--- config.mk ---
export PLATFORM = sky130hd
export DESIGN_NAME = datapath_ctrl
export DESIGN_NICKNAME = d
export VERILOG_FILES = /design/src/rtl/datapath_ctrl.sv
export SDC_FILE = /design/constraint.sdc
export NUM_CORES = 1
export LEC_CHECK = 0
export BUFFER_PORTS_ARGS = -buffer_cell sky130_fd_sc_hd__buf_2
export CELL_PAD_IN_SITES_DETAIL_PLACEMENT = 0
export CELL_PAD_IN_SITES_GLOBAL_PLACEMENT = 1
export CORE_MARGIN = 2
export CORE_UTILIZATION = 37
export DETAILED_ROUTE_END_ITERATION = 12
export PLACE_DENSITY = 0.89
export SYNTH_ARGS = -nofsm -noshare
export SYNTH_HDL_FRONTEND = slang
export SYNTH_SLANG_ARGS = --single-unit
--- constraint.sdc ---
create_clock -name clock -period 3.5 [get_ports clock]
set_input_delay 1.05 -clock clock [delete_from_list [all_inputs] [get_ports clock]]
set_output_delay 1.05 -clock clock [all_outputs]
set_load 0.1 [all_outputs]
--- src/rtl/datapath_ctrl.sv ---
// datapath_ctrl: multi-cycle control unit for the 16-bit datapath.
// Sequences FETCH -> DECODE -> EXECUTE -> (WRITEBACK) for each instruction,
// fetched over a req/ack port, and drives the datapath control pins.
//
// Ports:
//   clock, reset            rising-edge clock, synchronous active-high reset
//   start                   pulse in IDLE to begin execution at PC=0
//   instr_req/addr/ack/data instruction fetch handshake (addr = PC)
//   zero_flag, pos_flag     datapath ALU result flags, used by branches
//   rf_write                register file write enable (WRITEBACK only)
//   rs_addr/rt_addr/rd_addr register addresses
//   imm_data, imm_sel       zero-extended imm8 and operand-B select
//   alu_sel                 ALU operation
//   mem_write               register write data comes from mem_data
//   instr_done              one-cycle pulse when an instruction retires
//   halted                  high in HALT state
module datapath_ctrl #(
   parameter int         PC_W     = 8,
   parameter logic [3:0] PASS_SEL = 4'b0000
) (
   input  logic            clock,
   input  logic            reset,
   input  logic            start,
   output logic            instr_req,
   output logic [PC_W-1:0] instr_addr,
   input  logic            instr_ack,
   input  logic [15:0]     instr_data,
   input  logic            zero_flag,
   input  logic            pos_flag,
   output logic            rf_write,
   output logic [2:0]      rs_addr,
   output logic [2:0]      rt_addr,
   output logic [2:0]      rd_addr,
   output logic [15:0]     imm_data,
   output logic            imm_sel,
   output logic [3:0]      alu_sel,
   output logic            mem_write,
   output logic            instr_done,
   output logic            halted
);

   typedef enum logic [2:0] {
      S_IDLE, S_FETCH, S_DECODE, S_EXECUTE, S_WRITEBACK, S_HALT
   } state_t;

   state_t          state, next_state;
   logic [PC_W-1:0] pc;
   logic [15:0]     ir;

   // ---------------- instruction decode (from IR) ----------------
   logic [4:0] op;
   logic       is_r, is_i, is_load, is_bz, is_bp, is_jmp, is_halt;
   logic       writes, branch_taken;
   logic [2:0] dec_rs, dec_rt, dec_rd;
   logic [3:0] dec_alu;
   logic       dec_imm_sel, dec_mem_write;

   assign op      = ir[15:11];
   assign is_r    = ~op[4];
   assign is_i    = (op[4:3] == 2'b10) && !op[0];
   assign is_load = (op == 5'b11000);
   assign is_bz   = (op == 5'b11100);
   assign is_bp   = (op == 5'b11101);
   assign is_jmp  = (op == 5'b11110);
   assign is_halt = (op == 5'b11111);
   assign writes  = is_r | is_i | is_load;

   // Flags are only meaningful in EXECUTE, when alu_sel=PASS_SEL routes rs.
   assign branch_taken = is_jmp | (is_bz & zero_flag) | (is_bp & pos_flag);

   always_comb begin
      dec_rs        = 3'd0;
      dec_rt        = 3'd0;
      dec_rd        = 3'd0;
      dec_alu       = 4'd0;
      dec_imm_sel   = 1'b0;
      dec_mem_write = 1'b0;
      if (is_r) begin
         dec_rs  = ir[7:5];
         dec_rt  = ir[4:2];
         dec_rd  = ir[10:8];
         dec_alu = op[3:0];
      end else if (is_i) begin
         // I-type reads and writes the same register (rd field)
         dec_rs      = ir[10:8];
         dec_rd      = ir[10:8];
         dec_alu     = op[4:1];
         dec_imm_sel = 1'b1;
      end else if (is_load) begin
         dec_rd        = ir[10:8];
         dec_mem_write = 1'b1;
      end else if (is_bz || is_bp) begin
         dec_rs  = ir[10:8];
         dec_alu = PASS_SEL;
      end
   end

   // ---------------- state / PC / IR registers ----------------
   always_ff @(posedge clock) begin
      if (reset) begin
         state <= S_IDLE;
         pc    <= '0;
         ir    <= '0;
      end else begin
         state <= next_state;
         if (state == S_FETCH && instr_ack) begin
            ir <= instr_data;
            pc <= pc + PC_W'(1);
         end
         if (state == S_EXECUTE && branch_taken)
            pc <= PC_W'(ir[7:0]);
      end
   end

   // ---------------- next state and outputs ----------------
   // Operand outputs are a pure function of IR outside IDLE/HALT, so they
   // only change when IR is loaded, i.e. on entry to DECODE, and hold
   // through the following FETCH.
   always_comb begin
      next_state = state;
      instr_req  = 1'b0;
      instr_addr = '0;
      rf_write   = 1'b0;
      rs_addr    = 3'd0;
      rt_addr    = 3'd0;
      rd_addr    = 3'd0;
      imm_data   = 16'd0;
      imm_sel    = 1'b0;
      alu_sel    = 4'd0;
      mem_write  = 1'b0;
      instr_done = 1'b0;
      halted     = 1'b0;

      if (state inside {S_FETCH, S_DECODE, S_EXECUTE, S_WRITEBACK}) begin
         rs_addr   = dec_rs;
         rt_addr   = dec_rt;
         rd_addr   = dec_rd;
         imm_data  = {8'd0, ir[7:0]};
         imm_sel   = dec_imm_sel;
         mem_write = dec_mem_write;
      end
      if (state inside {S_FETCH, S_EXECUTE, S_WRITEBACK})
         alu_sel = dec_alu;

      case (state)
         S_IDLE: begin
            if (start) next_state = S_FETCH;
         end
         S_FETCH: begin
            instr_req  = 1'b1;
            instr_addr = pc;
            if (instr_ack) next_state = S_DECODE;
         end
         S_DECODE: begin
            next_state = S_EXECUTE;
         end
         S_EXECUTE: begin
            if (writes) begin
               next_state = S_WRITEBACK;
            end else begin
               instr_done = 1'b1;
               next_state = is_halt ? S_HALT : S_FETCH;
            end
         end
         S_WRITEBACK: begin
            rf_write   = 1'b1;
            instr_done = 1'b1;
            next_state = S_FETCH;
         end
         S_HALT: begin
            halted = 1'b1;
         end
         default: next_state = S_IDLE;
      endcase
   end

endmodule

# == Word-level counts from Yosys, hierarchy flattened ==
# Cells that the tools add are included.
# Widths: inputs -> output; s select.
# totals
in_bits,22
regBits,27
out_inout_bits,43
# classes
muxes,35
addsub,1
bitwise,8
n_reduce_logical,10
n_eq_ne,13
# ops
op,n
$mux 3,15
$mux 8,4
$eq 5x5->1 const B,5
$pmux 3 s6,1
$mux 4,3
$mux 1,11
$add 8x1->8 const B,1
$eq 3x2->1 const B,2
$eq 3x3->1 const B,2
$ne 2x2->1 const B,2
$or 1x1->1,4
$reduce_bool 4->1,1
$eq 3x1->1 const B,1
$logic_and 1x1->1,3
$logic_not 3->1,1
$reduce_and 3->1,1
$reduce_bool 3->1,1
$and 1x1->1,2
$eq 2x2->1 const B,1
$not 1->1,2
$pmux 1 s2,1
$reduce_bool 2->1,1
$logic_not 1->1,1
$logic_or 1x1->1,1

# == Logic depth before layout (Yosys ltp) ==
# logic_depth
word_depth,7
depth_mapped,6

# == Worst setup path before layout ==
# OpenSTA, ideal clock, no wires.
# synth_path
kind,register to output
start,register state[0]
end,output port alu_sel[2]
t_arrival_ns,5.236
stages_incl_launch_ff,5
path_slack_ns,-2.786
n_path_buf,1
path_cell_list,dfxtp_1 buf_4 nor3_1 a21oi_1 nor3b_1
# synth_via
elab_chain_len,3
# synth_lines
element,line_no,text
from (decl),46,"state_t state, next_state;"
from (signal assigned),105,state <= next_state;
$eq 3x1->1 (tied with other cells),142,"if (state inside {S_FETCH, S_EXECUTE, S_WRITEBACK})"
$reduce_bool 3->1 *,142,
$mux 4 *,142,
to (decl),36,"output logic [3:0] alu_sel,"
# Every way passes the cells marked *; elsewhere a longest branch is shown, timed or not.

# == Worst setup path in the final report ==
# layout_path
start,register state[0]
end,output port instr_addr[7]
# layout_via
elab_chain_len,2
# layout_lines
element,line_no,text
$eq 3x1->1,145,case (state)
$mux 8,145,
to (decl),25,"output logic [PC_W-1:0] instr_addr,"
# No other way between the ends.

==> metrics.yaml <==
core_sq_um: 4380
hold_buffers: 0
startpoint_type: "flip-flop"
cp-end-kind: "primary output"
place_inst: 317
yosys_warnings: 0
wl_per_cell_microns: 13.5
ios: 65
critPathMaxFanout: 12
final_cell_mix: "buf_2, nand2_1, dfxtp_1"
hold_violations: 0
status: "finished, final reports clean"
first_global_vias: 1551
synth_enable_flop_cells: 0
rsz0062_at_grt: "false"
dr_total_vias: 1675
routed_wl_microns: 4340
p_sw_uw: 289
grt_max_degree: 32
netSwitchingFraction_pct: 39.2
diodes: 0
grtUsageTotal_pct: 17.4
ys_seq_area_share_pct: 31.8
vdd_drop_max_uv: 125
fmax_mhz: 324
final_common_cell: "buf_2"
critPathKind: "reg2out"
intPower_uw: 448
n_fill_cell: 455
synth_area_per_cell_sq_um: 7.52
synthFlopType: "dfxtp_1"
rrSetupSlack_ns: 1.53
vias_per_cell: 5.22
hp-class: "reg2reg"
antenna_left: 0
grt_pass1_wl_microns: 7160
p_seq_share_pct: 46.5
tightest_slew_ns: 0.562
layout-drive-gt1-share_pct: 27.1
die_height_microns: 71.8
p_comb_share_pct: 29.3
p_total_uw: 737
nNetsFinal: 293
cts-root-buf: "clkbuf_8"
maxCapViolations: 0
slew_violations: 0
cts.path.max_buffers: 2
power_density_nw_per_um2: 367
synth.cell_area_sq_um: 1700
globalplace.congestion: 0.793
fin_cells: 321
p_leak_nw: 0.866
netlist_instances: 226
synthArstFlopShare_pct: 0
dpl_worst_slack_ns: 0.705
antenna_found_initial: 0
start_util_pct: 38.8
dp_hpwl_microns: 3190
cts_tree: "built"
numPortBuffers: 56
path_clk_slew_ns: 0.09
setup_slack_ns: 0.416
rows: 24
grt-ovfl-total: 0
cts_buffers: 3
synth_cell_types: 46
post_cts_resize_count: 0
crit_arrival_ns: 2.03
power.share.clock_pct: 24.2
drt_iter0_drc: 80
clk_latency_ns: 0.28
cts_htree_levels: 1
die_area_sq_um: 5150
fin_skew_ns: 0.00693
drtPass1Iterations: 4
drc: 0
finalCritPeriodShare_pct: 88.1
synth-seq-cells: 27
cts_setup_buffers: 0
cts_sinks: 27
slew_headroom_pct: 62.5
setup_viol: 0
layout_min_cycle_time_ns: 3.08
syn_to_final_growth_pct: 18.0
die_x_microns: 71.8
required_ns: 2.45
## synthesized netlist by cell type (2+ instances only)
library cell / count / share of area [%]
nor3_1: 5 / 1.5
nand3b_1: 5 / 2.2
buf_1: 2 / 0.44
a31oi_1: 6 / 2.2
a21oi_1: 25 / 7.4
mux2_2: 2 / 1.3
nand3_1: 10 / 2.9
buf_6: 2 / 1.3
o21a_1: 2 / 0.88
and3_1: 17 / 6.3
buf_4: 9 / 4.0
inv_1: 3 / 0.66
nand2b_1: 2 / 0.74
nor2_1: 12 / 2.7
nand2_1: 41 / 9.1
o21ai_0: 2 / 0.59
buf_2: 7 / 2.1
nor2b_1: 3 / 1.1
o21bai_1: 2 / 0.88
xnor2_1: 2 / 1.0
dfxtp_1: 27 / 32
and2_1: 9 / 3.3
a22oi_1: 5 / 2.2
clkbuf_1: 4 / 0.88
## per-stage QoR
step                cell area, sq um  utilization (%)  hold slack [ns]  TNS, ns
floorplan                       1760                -            0.444   -0.149
global placement                1960             44.7            0.457        0
detailed placement              1960             44.7            0.462        0
CTS                             2010             45.7            0.474        0
global route                    2010             45.7            0.497        0
finish                          2010             45.7            0.470        0
## power by group through the flow
stage	Sequential (mW)	Clock (mW)	Combinational, mW
after detailed placement	0.350	0	0.216
final	0.342	0.178	0.216
after global placement	0.349	0	0.215
after CTS	0.342	0.186	0.217
after global routing	0.346	0.196	0.231
after floorplan	0.336	0	0.202
## state kept, by name, summed over array words and instances (netlist names)
signal  count
ir         16
pc          8
state       3
## logic make-up after synthesis
kind of cell / Yosys count / share of synthesized area [%]
mux: 3 / 1.91
buf+inv: 28 / 9.65
flops: 27 / 31.8
xor+xnor: 2 / 1.03
simple gates: 114 / 36.1
compound gates: 50 / 18.6
fa+ha+maj: 1 / 0.736
other cells: 1 / 0.221
## final cells by class
type / count / area, sq um / share of cell area (%)
Multi-Input combinational cell: 178 / 1060 / 52.7
Sequential cell: 27 / 541 / 26.9
Timing Repair Buffer: 57 / 288 / 14.3
Tap cell: 52 / 65.1 / 3.24
Clock buffer: 4 / 45.0 / 2.25
Inverter: 3 / 11.3 / 0.561
## routing by layer
layer	up-vias	share of wire, %	global-route usage (%)
li1	865	-	-
met1	760	47	23.4
met2	45	45	28.1
met3	5	5.8	3.09
met4	0	1.6	6.29
met5	-	0	0
## critical path: stages (launching register included)
cell     delay (ns)
dfxtp_1        0.61
nor2b_1        0.49
and3_1         0.23
buf_2          0.42
## path summary, 6_finish.rpt
path | start | to | cells after the start
min reg2reg | ir[8] | ir[8] | 2
min | ir[8] | ir[8] | 2
max reg2reg | state[0] | pc[5] | 3
max | state[0] | instr_addr[7] | 3
Power figures use the tool's default switching activity.
